$ cat config.mk
export PLATFORM = sky130hd
export DESIGN_NAME = naneye_config_tx
export DESIGN_NICKNAME = d
export VERILOG_FILES = /design/src/rtl/naneye_config_tx_pkg.sv /design/src/rtl/naneye_config_tx_enc.sv /design/src/rtl/naneye_config_tx.sv
export SDC_FILE = /design/constraint.sdc
export NUM_CORES = 1
export LEC_CHECK = 0
export ABC_CLOCK_PERIOD_IN_PS = 2200
export BUFFER_PORTS_ARGS = -buffer_cell sky130_fd_sc_hd__buf_2
export CAP_MARGIN = 20
export CORE_MARGIN = 2
export CORE_UTILIZATION = 40
export CTS_CLUSTER_DIAMETER = 30
export DETAILED_ROUTE_END_ITERATION = 10
export PLACE_DENSITY = 0.56
export SYNTH_ARGS = -nofsm -noshare
export SYNTH_HDL_FRONTEND = slang
export SYNTH_SLANG_ARGS = --single-unit
$ cat constraint.sdc
create_clock -name SCLOCK -period 2.2 [get_ports SCLOCK]
set_clock_uncertainty 0.15 [all_clocks]
set_input_delay 0.22 -clock SCLOCK [delete_from_list [all_inputs] [get_ports SCLOCK]]
set_output_delay 0.22 -clock SCLOCK [all_outputs]
set_load 0.005 [all_outputs]
$ cat src/rtl/naneye_config_tx_pkg.sv
// Shared definitions for the NanEye configuration transmitter: FSM encoding,
// Manchester polarity and start-bit value.
package naneye_config_tx_pkg;

  typedef enum logic [1:0] {
    ST_IDLE  = 2'd0,
    ST_LOAD  = 2'd1,
    ST_SHIFT = 2'd2,
    ST_GUARD = 2'd3
  } state_t;

  localparam logic MANCH_ONE_FIRST_HALF = 1'b1;
  localparam logic START_BIT            = 1'b1;

  // Line level during the first half of a bit; the second half is its inverse.
  function automatic logic manch_first_half(input logic bit_val);
    return MANCH_ONE_FIRST_HALF ? bit_val : ~bit_val;
  endfunction

endpackage

$ cat src/rtl/naneye_config_tx_enc.sv
// Manchester bit encoder: half-bit timer plus bit-to-level mapping.
// The level is a flop so it can drive the pad directly.
module naneye_config_tx_enc
  import naneye_config_tx_pkg::*;
#(
  parameter int HALF_BIT_CYCLES = 4
) (
  input  logic clk,
  input  logic clear,
  input  logic bit_start,
  input  logic bit_val,
  output logic level,
  output logic bit_end
);

  localparam int HALF_W = $clog2(HALF_BIT_CYCLES);
  localparam logic [HALF_W-1:0] HALF_LAST = HALF_W'(HALF_BIT_CYCLES - 1);

  logic [HALF_W-1:0] half_cnt_r;
  logic              phase_r;
  logic              active_r;

  assign bit_end = active_r & phase_r & (half_cnt_r == HALF_LAST);

  // Half-bit timer; the level is held once a bit ends without a successor.
  always_ff @(posedge clk) begin
    if (clear) begin
      half_cnt_r <= '0;
      phase_r    <= 1'b0;
      active_r   <= 1'b0;
      level      <= 1'b0;
    end else if (bit_start) begin
      half_cnt_r <= '0;
      phase_r    <= 1'b0;
      active_r   <= 1'b1;
      level      <= manch_first_half(bit_val);
    end else if (active_r) begin
      if (half_cnt_r == HALF_LAST) begin
        half_cnt_r <= '0;
        if (!phase_r) begin
          phase_r <= 1'b1;
          level   <= ~level;
        end else begin
          phase_r  <= 1'b0;
          active_r <= 1'b0;
        end
      end else begin
        half_cnt_r <= half_cnt_r + HALF_W'(1);
      end
    end else begin
      half_cnt_r <= half_cnt_r;
    end
  end

endmodule

$ cat src/rtl/naneye_config_tx.sv
// Sensor-side configuration transmitter: accepts config words on a valid/ready
// stream and sends them Manchester-encoded, MSB first, on the shared data line.
module naneye_config_tx
  import naneye_config_tx_pkg::*;
#(
  parameter int HALF_BIT_CYCLES = 4,
  parameter int WORD_BITS       = 16,
  parameter int GUARD_BITS      = 2
) (
  input  logic                 SCLOCK,
  input  logic                 RESET,
  input  logic                 ENABLE,
  input  logic                 CONFIG_EN,
  input  logic [WORD_BITS-1:0] CFG_DATA,
  input  logic                 CFG_VALID,
  input  logic                 CFG_LAST,
  output logic                 CFG_READY,
  output logic                 TX_DATA,
  output logic                 TX_OE,
  output logic                 BUSY,
  output logic                 CONFIG_DONE,
  output logic                 ERROR_OUT
);

  localparam int BIT_W     = $clog2(WORD_BITS + 2);
  localparam int GUARD_LEN = GUARD_BITS * 2 * HALF_BIT_CYCLES;
  localparam int GUARD_W   = $clog2(GUARD_LEN + 1);
  localparam logic [BIT_W-1:0]   LAST_BIT  = BIT_W'(WORD_BITS);
  localparam logic [GUARD_W-1:0] GUARD_END = GUARD_W'(GUARD_LEN - 1);

  state_t                 state_r, state_nxt_s;
  logic [WORD_BITS-1:0]   shift_r, shift_nxt_s;
  logic                   last_r, last_nxt_s;
  logic                   first_r, first_nxt_s;
  logic [BIT_W-1:0]       bit_cnt_r, bit_cnt_nxt_s;
  logic [GUARD_W-1:0]     guard_cnt_r, guard_cnt_nxt_s;
  logic                   tx_oe_r, tx_oe_nxt_s;
  logic                   done_r, done_nxt_s;
  logic                   error_r, error_nxt_s;

  logic                   abort_s;
  logic                   enc_clear_s;
  logic                   bit_start_s;
  logic                   bit_val_s;
  logic                   enc_level_s;
  logic                   bit_end_s;

  naneye_config_tx_enc #(
    .HALF_BIT_CYCLES(HALF_BIT_CYCLES)
  ) u_enc (
    .clk      (SCLOCK),
    .clear    (enc_clear_s),
    .bit_start(bit_start_s),
    .bit_val  (bit_val_s),
    .level    (enc_level_s),
    .bit_end  (bit_end_s)
  );

  assign abort_s     = RESET | ~ENABLE;
  assign CFG_READY   = (state_r == ST_LOAD) & ~abort_s;
  assign TX_DATA     = enc_level_s;
  assign TX_OE       = tx_oe_r;
  assign BUSY        = (state_r != ST_IDLE);
  assign CONFIG_DONE = done_r;
  assign ERROR_OUT   = error_r;

  // State, datapath and registered-output update.
  always_ff @(posedge SCLOCK) begin
    if (RESET) begin
      state_r     <= ST_IDLE;
      shift_r     <= '0;
      last_r      <= 1'b0;
      first_r     <= 1'b0;
      bit_cnt_r   <= '0;
      guard_cnt_r <= '0;
      tx_oe_r     <= 1'b0;
      done_r      <= 1'b0;
      error_r     <= 1'b0;
    end else begin
      state_r     <= state_nxt_s;
      shift_r     <= shift_nxt_s;
      last_r      <= last_nxt_s;
      first_r     <= first_nxt_s;
      bit_cnt_r   <= bit_cnt_nxt_s;
      guard_cnt_r <= guard_cnt_nxt_s;
      tx_oe_r     <= tx_oe_nxt_s;
      done_r      <= done_nxt_s;
      error_r     <= error_nxt_s;
    end
  end

  // Next-state logic; outputs are computed one cycle ahead so they can be flopped.
  always_comb begin
    state_nxt_s     = state_r;
    shift_nxt_s     = shift_r;
    last_nxt_s      = last_r;
    first_nxt_s     = first_r;
    bit_cnt_nxt_s   = bit_cnt_r;
    guard_cnt_nxt_s = guard_cnt_r;
    tx_oe_nxt_s     = 1'b0;
    done_nxt_s      = 1'b0;
    error_nxt_s     = 1'b0;
    enc_clear_s     = 1'b0;
    bit_start_s     = 1'b0;
    bit_val_s       = START_BIT;

    if (abort_s) begin
      state_nxt_s     = ST_IDLE;
      bit_cnt_nxt_s   = '0;
      guard_cnt_nxt_s = '0;
      first_nxt_s     = 1'b0;
      enc_clear_s     = 1'b1;
    end else begin
      case (state_r)
        ST_IDLE: begin
          enc_clear_s     = 1'b1;
          bit_cnt_nxt_s   = '0;
          guard_cnt_nxt_s = '0;
          if (CONFIG_EN) begin
            state_nxt_s = ST_LOAD;
            first_nxt_s = 1'b1;
          end else begin
            state_nxt_s = ST_IDLE;
          end
        end
        ST_LOAD: begin
          if (CFG_VALID) begin
            state_nxt_s   = ST_SHIFT;
            shift_nxt_s   = CFG_DATA;
            last_nxt_s    = CFG_LAST;
            first_nxt_s   = 1'b0;
            bit_cnt_nxt_s = '0;
            bit_start_s   = 1'b1;
            bit_val_s     = START_BIT;
            tx_oe_nxt_s   = 1'b1;
          end else begin
            // An empty burst is a clean handback; a missing later word is an underrun.
            state_nxt_s = ST_IDLE;
            enc_clear_s = 1'b1;
            done_nxt_s  = first_r;
            error_nxt_s = ~first_r;
          end
        end
        ST_SHIFT: begin
          tx_oe_nxt_s = 1'b1;
          if (bit_end_s) begin
            if (bit_cnt_r == LAST_BIT) begin
              if (last_r) begin
                state_nxt_s     = ST_GUARD;
                guard_cnt_nxt_s = '0;
                enc_clear_s     = 1'b1;
              end else begin
                state_nxt_s = ST_LOAD;
              end
            end else begin
              bit_start_s   = 1'b1;
              bit_val_s     = shift_r[WORD_BITS-1];
              shift_nxt_s   = {shift_r[WORD_BITS-2:0], 1'b0};
              bit_cnt_nxt_s = bit_cnt_r + BIT_W'(1);
            end
          end else begin
            state_nxt_s = ST_SHIFT;
          end
        end
        ST_GUARD: begin
          enc_clear_s = 1'b1;
          if (guard_cnt_r == GUARD_END) begin
            state_nxt_s = ST_IDLE;
            done_nxt_s  = 1'b1;
          end else begin
            tx_oe_nxt_s     = 1'b1;
            guard_cnt_nxt_s = guard_cnt_r + GUARD_W'(1);
          end
        end
        default: begin
          state_nxt_s = ST_IDLE;
          enc_clear_s = 1'b1;
        end
      endcase
    end
  end

endmodule

; Word-level counts from Yosys, hierarchy flattened
; Cells that the tools add are included.
[word_totals]
register_bits = 38
latch_bits = 0
ramBits = 0
romBits = 0
out_inout_bits = 6
wordCells = 112
n_memories = 0
[op_classes]
n_addsub = 3
mul = 0
div_mod_pow = 0
order_cmp = 0
n_eq_ne = 16
shift = 0
mux = 51
n_bitwise = 9
n_reduce_logical = 20
[ops]
columns = operator, n
row1 = two-way mux 16 bit, 3
row2 = two-way mux 5 bit, 7
row3 = one-hot mux 16 bit (2 select lines), 1
row4 = one-hot mux 5 bit (3 select lines), 2
row5 = two-way mux 1 bit, 26
row6 = != test 2 bit (second input constant), 9
row7 = two-way mux 2 bit, 6
row8 = adder 5 x 1 -> 5 bit (second input constant), 2
row9 = AND reduction 5 bit, 2
row10 = nonzero test 2 bit, 5
row11 = one-hot mux 2 bit (4 select lines), 1
row12 = == test 2 bit (second input constant), 3
row13 = one-hot mux 1 bit (2 select lines), 3
row14 = one-hot mux 1 bit (3 select lines), 2
row15 = AND reduction 2 bit, 3
row16 = AND reduction 3 bit, 2
row17 = nonzero test 3 bit, 2
row18 = OR reduction 2 bit, 3
row19 = == test 5 x 4 -> 1 bit (second input constant), 1
row20 = == test 5 bit (second input constant), 1
row21 = NOT 1 bit, 5
row22 = AND reduction 4 bit, 1
row23 = OR reduction 4 bit, 1
row24 = AND 1 bit, 3
row25 = other kinds (5), 5

; Logic depth before layout (Yosys ltp)
[depth]
depth_word = 7
depth_mapped = 9
ltp_nobuf = 7

; By module
; A second synthesis with hierarchy kept.
[unflattened]
hier_cells = 226
hier_area_um2 = 2074.5
[modules_own_cells]
columns = mod, instances, cells_per_inst, area_per_inst_um2, seq_area_each_um2
row1 = naneye_config_tx, 1, 201, 1840.5, 660.6
row2 = naneye_config_tx_enc, 1, 25, 234.0, 100.1

; Worst setup path after synthesis
; No wires, ideal clock.
[synth_timing]
path_kind = register -> register
start = register state_r[1]
end = register bit_cnt_r[4]
setup_ps = 70
arrival_ps = 1745
required_time_ps = 1980
path_slack_ps = 235
path_stages_with_launch = 7
path_buffers = 0
path_cell_list = dfxtp_1 > inv_1 > ha_1 > and2b_4 > or2_2 > or4_1 > a21boi_1
[synth_via]
elab_chain_cells = 3
elab_cells_between_ends = 9
[synth_lines]
columns = item, line_no
row1 = from (decl), naneye_config_tx.sv:31  ; state_t state_r, state_nxt_s;
row2 = from (signal assigned), naneye_config_tx.sv:80  ; state_r <= state_nxt_s;
row3 = == test 2 bit (tied with other cells), naneye_config_tx.sv:114  ; case (state_r)
row4 = != test 2 bit (no source line) / nonzero test 3 bit (equally long branches), --
row5 = AND reduction 4 bit (no source line), --
row6 = to (signal assigned), naneye_config_tx.sv:84  ; bit_cnt_r <= bit_cnt_nxt_s;
row7 = to (decl), naneye_config_tx.sv:35  ; logic [BIT_W-1:0] bit_cnt_r, bit_cnt_nxt_s;
; Parallel ways exist; a longest one is shown, timed or not.
; A chain may end at the register's enable or synchronous reset.

; Final worst setup path
; Ends and elaborated chain as after synthesis.

==> flow_metrics.tcl <==
set metrics [dict create \
    outcome "completed" \
    pre_cts_slack_ps 98.1 \
    die_w_microns 75.0 \
    fillers 478 \
    critPathKind "reg -> reg" \
    syn2layout_area_growth_pct 17.8 \
    tightestPinTransition_ps 387 \
    post-dp-hpwl_microns 3310 \
    synthFlopType "dfxtp_1" \
    pin_count 28 \
    cp.arrival_ps 2180 \
    p_sw_frac 0.230 \
    rows 25 \
    grt_pass1_wl_microns 8240 \
    intPower_mw 0.992 \
    drcViolationCount 0 \
    vdd_drop_max_mv 0.239 \
    clk_latency_ps 290 \
    grt_pass1_vias 1803 \
    dr_total_vias 1786 \
    viasPerCell 5.38 \
    drive_gt1_frac 0.215 \
    rsz0062_at_grt "no" \
    dr.first_iter.drc_count 143 \
    clk_path_buf_depth 2 \
    cp-end-kind "flop" \
    final_common_cell "dfxtp_1" \
    combinationalPowerShare 0.073 \
    grt_usage 0.188 \
    detail_route.wl_per_cell_microns 13.7 \
    ys_warn_count 0 \
    gp_congestion 0.785 \
    async_flop_share 0 \
    synth_edf_count 0 \
    antenna_found_initial 0 \
    critical_path.slowest_cell "or4_1" \
    root_buffer "clkbuf_8" \
    layout_common_cells "dfxtp_1 (38), a21oi_1 (28), buf_2 (27), a211oi_1 (19), mux2i_1 (17)" \
    critPathRequiredTime_ps 2270 \
    finalCritPeriodShare 0.957 \
    maxCapViolations 0 \
    die_area_sq_um 5620 \
    cpLargestDelayFamily "simple AND/OR/NAND/NOR gates" \
    crit_chain "inv_1, ha_1, and2b_4, or2_2, or4_1, a21boi_1" \
    grt_overflow_total 0 \
    p_clk_frac 0.382 \
    cts_tree "built" \
    slew_violations 0 \
    seqCellArea_sq_um 761 \
    start_kind "flop" \
    sequentialPowerShare 0.545 \
    fmax_mhz 475 \
    setup_tns_ps 0 \
    path_clk_slew_ps 70 \
    slowest_delay_ps 470 \
    dr.pass1.iters 4 \
    antenna_cells 0 \
    synthCells 228 \
    netlist_area_sq_um 2020 \
    ctsHtreeMaxLevel 2 \
    ys_types 46 \
    setup_viol 0 \
    power_density_nw_per_um2 542 \
    ff2ff_setup_slack_ps 90 \
    switchingPower_mw 0.296 \
    slew_headroom 0.741 \
    grt_max_degree 20 \
    ys_seq_area_frac 0.377 \
    cp_num_buf_inv 1 \
    placed_cell_area_sq_um 2280 \
    final_nets 296 \
    die_y_microns 75.0 \
    setup_slack_ps 94.6 \
    synth_area_per_cell_sq_um 8.84 \
    initial_utilization 0.421 \
    cts_buffers 5 \
    multi_input_area_sq_um 1150 \
    wl_microns 4540 \
    ant_nets 0 \
    clkSinkCount 38 \
    fin_hold_ws_ps 12.3 \
    synth_nets 260 \
    synth_seq_cells 38 \
    p_leak_nw 0.861 \
    core_area_sq_um 4790 \
    min_period_ps 2110 \
    power_mw 1.29 \
    io_buffers 27 \
    stdcell_area_sq_um 2370 \
    timing_hold_violations_final 0 \
    crit_fanout 7 \
    worstHoldPathType "in -> reg" \
]
path summary, 6_finish.rpt:
path	cells after the start	startpoint	endpoint
hold reg to reg	2	guard_cnt_r[4]$_SDFFE_PP0P_	guard_cnt_r[4]$_SDFFE_PP0P_
hold / removal	2	CFG_LAST	last_r$_SDFFE_PP0P_
setup / recovery	6	state_r[1]$_SDFFE_PP0P_	bit_cnt_r[4]$_SDFFE_PP0P_
setup reg to reg	6	state_r[1]$_SDFFE_PP0P_	bit_cnt_r[4]$_SDFFE_PP0P_
Yosys cell counts, drive strengths merged (2+ instances only):
cell | instances | share of area
o21a | 2 | 0.0074
and2 | 4 | 0.012
a21oi | 28 | 0.070
a31oi | 2 | 0.0062
o31ai | 2 | 0.0074
nand2b | 6 | 0.019
nor2 | 12 | 0.022
nand2 | 9 | 0.017
or4 | 4 | 0.015
nor4 | 2 | 0.0062
mux2i | 17 | 0.084
nand3 | 7 | 0.017
buf | 10 | 0.029
nand4 | 3 | 0.0093
inv | 9 | 0.017
a21boi | 3 | 0.011
nand3b | 2 | 0.0074
clkbuf | 3 | 0.0056
a211oi | 19 | 0.071
o21ai | 12 | 0.032
dfxtp | 38 | 0.38
nor3 | 6 | 0.020
and3 | 2 | 0.0062
a31o | 2 | 0.0087
ha | 10 | 0.062
power groups by stage:
stage | clock (mW) | combinational [mW] | sequential [mW]
after detailed placement | 0 | 0.0933 | 0.718
final | 0.492 | 0.0939 | 0.702
after floorplan | 0 | 0.0557 | 0.716
after global placement | 0 | 0.0920 | 0.718
after global routing | 0.531 | 0.107 | 0.703
after CTS | 0.507 | 0.0935 | 0.702
sequential cells by signal, summed over array words and instances, names as in the netlist:
register / flops
u_enc.half_cnt_r: 2
TX_OE: 1
bit_cnt_r: 5
state_r: 2
u_enc.active_r: 1
shift_r: 16
first_r: 1
ERROR_OUT: 1
last_r: 1
CONFIG_DONE: 1
u_enc.level: 1
u_enc.phase_r: 1
guard_cnt_r: 5
worst register-to-register path: stages, from the launching register on:
cell and delay (ps):
dfxtp_1 380, inv_1 90, ha_1 260, and2b_4 220, or2_2 340, or4_1 470
a21boi_1 140
area by class of cell:
cell class                 instances  area share
multi-input combinational        168       0.486
sequential                        38       0.320
timing repair buffer              42       0.106
clock buffer                       7      0.0364
tap                               67      0.0353
inverter                           9      0.0142
clock inverter                     1     0.00211
per-layer routing:
| layer | global-route usage | vias up | part of all wire |
|---|---|---|---|
| met5 | 0 | - | 0 |
| met4 | 0.0694 | 0 | 0.016 |
| met3 | 0.0415 | 8 | 0.035 |
| met2 | 0.284 | 31 | 0.42 |
| met1 | 0.264 | 832 | 0.53 |
| li1 | - | 915 | - |
timing repair:
action,in CTS,in global routing
setup buffers,0,0
hold buffers,0,0
gates resized for setup,0,3
endpoints found under the hold margin,0,0
setup endpoints to repair,0,18
kinds of logic after synthesis:
family,count (synthesis),share of synthesized area
AND/OR/NAND/NOR,62,0.173
AO/OA/AOI/OAI,78,0.247
buffers and inverters,22,0.0515
flip-flops,38,0.377
adder cells (fa/ha/maj),10,0.0621
multiplexers,17,0.0844
XOR/XNOR,1,0.00435
stage by stage:
step	std cells	util
CTS	332	0.495
detailed placement	324	0.476
floorplan	228	-
global route	332	0.496
global placement	324	0.476
finish	332	0.496
Power figures use the tool's default switching activity.
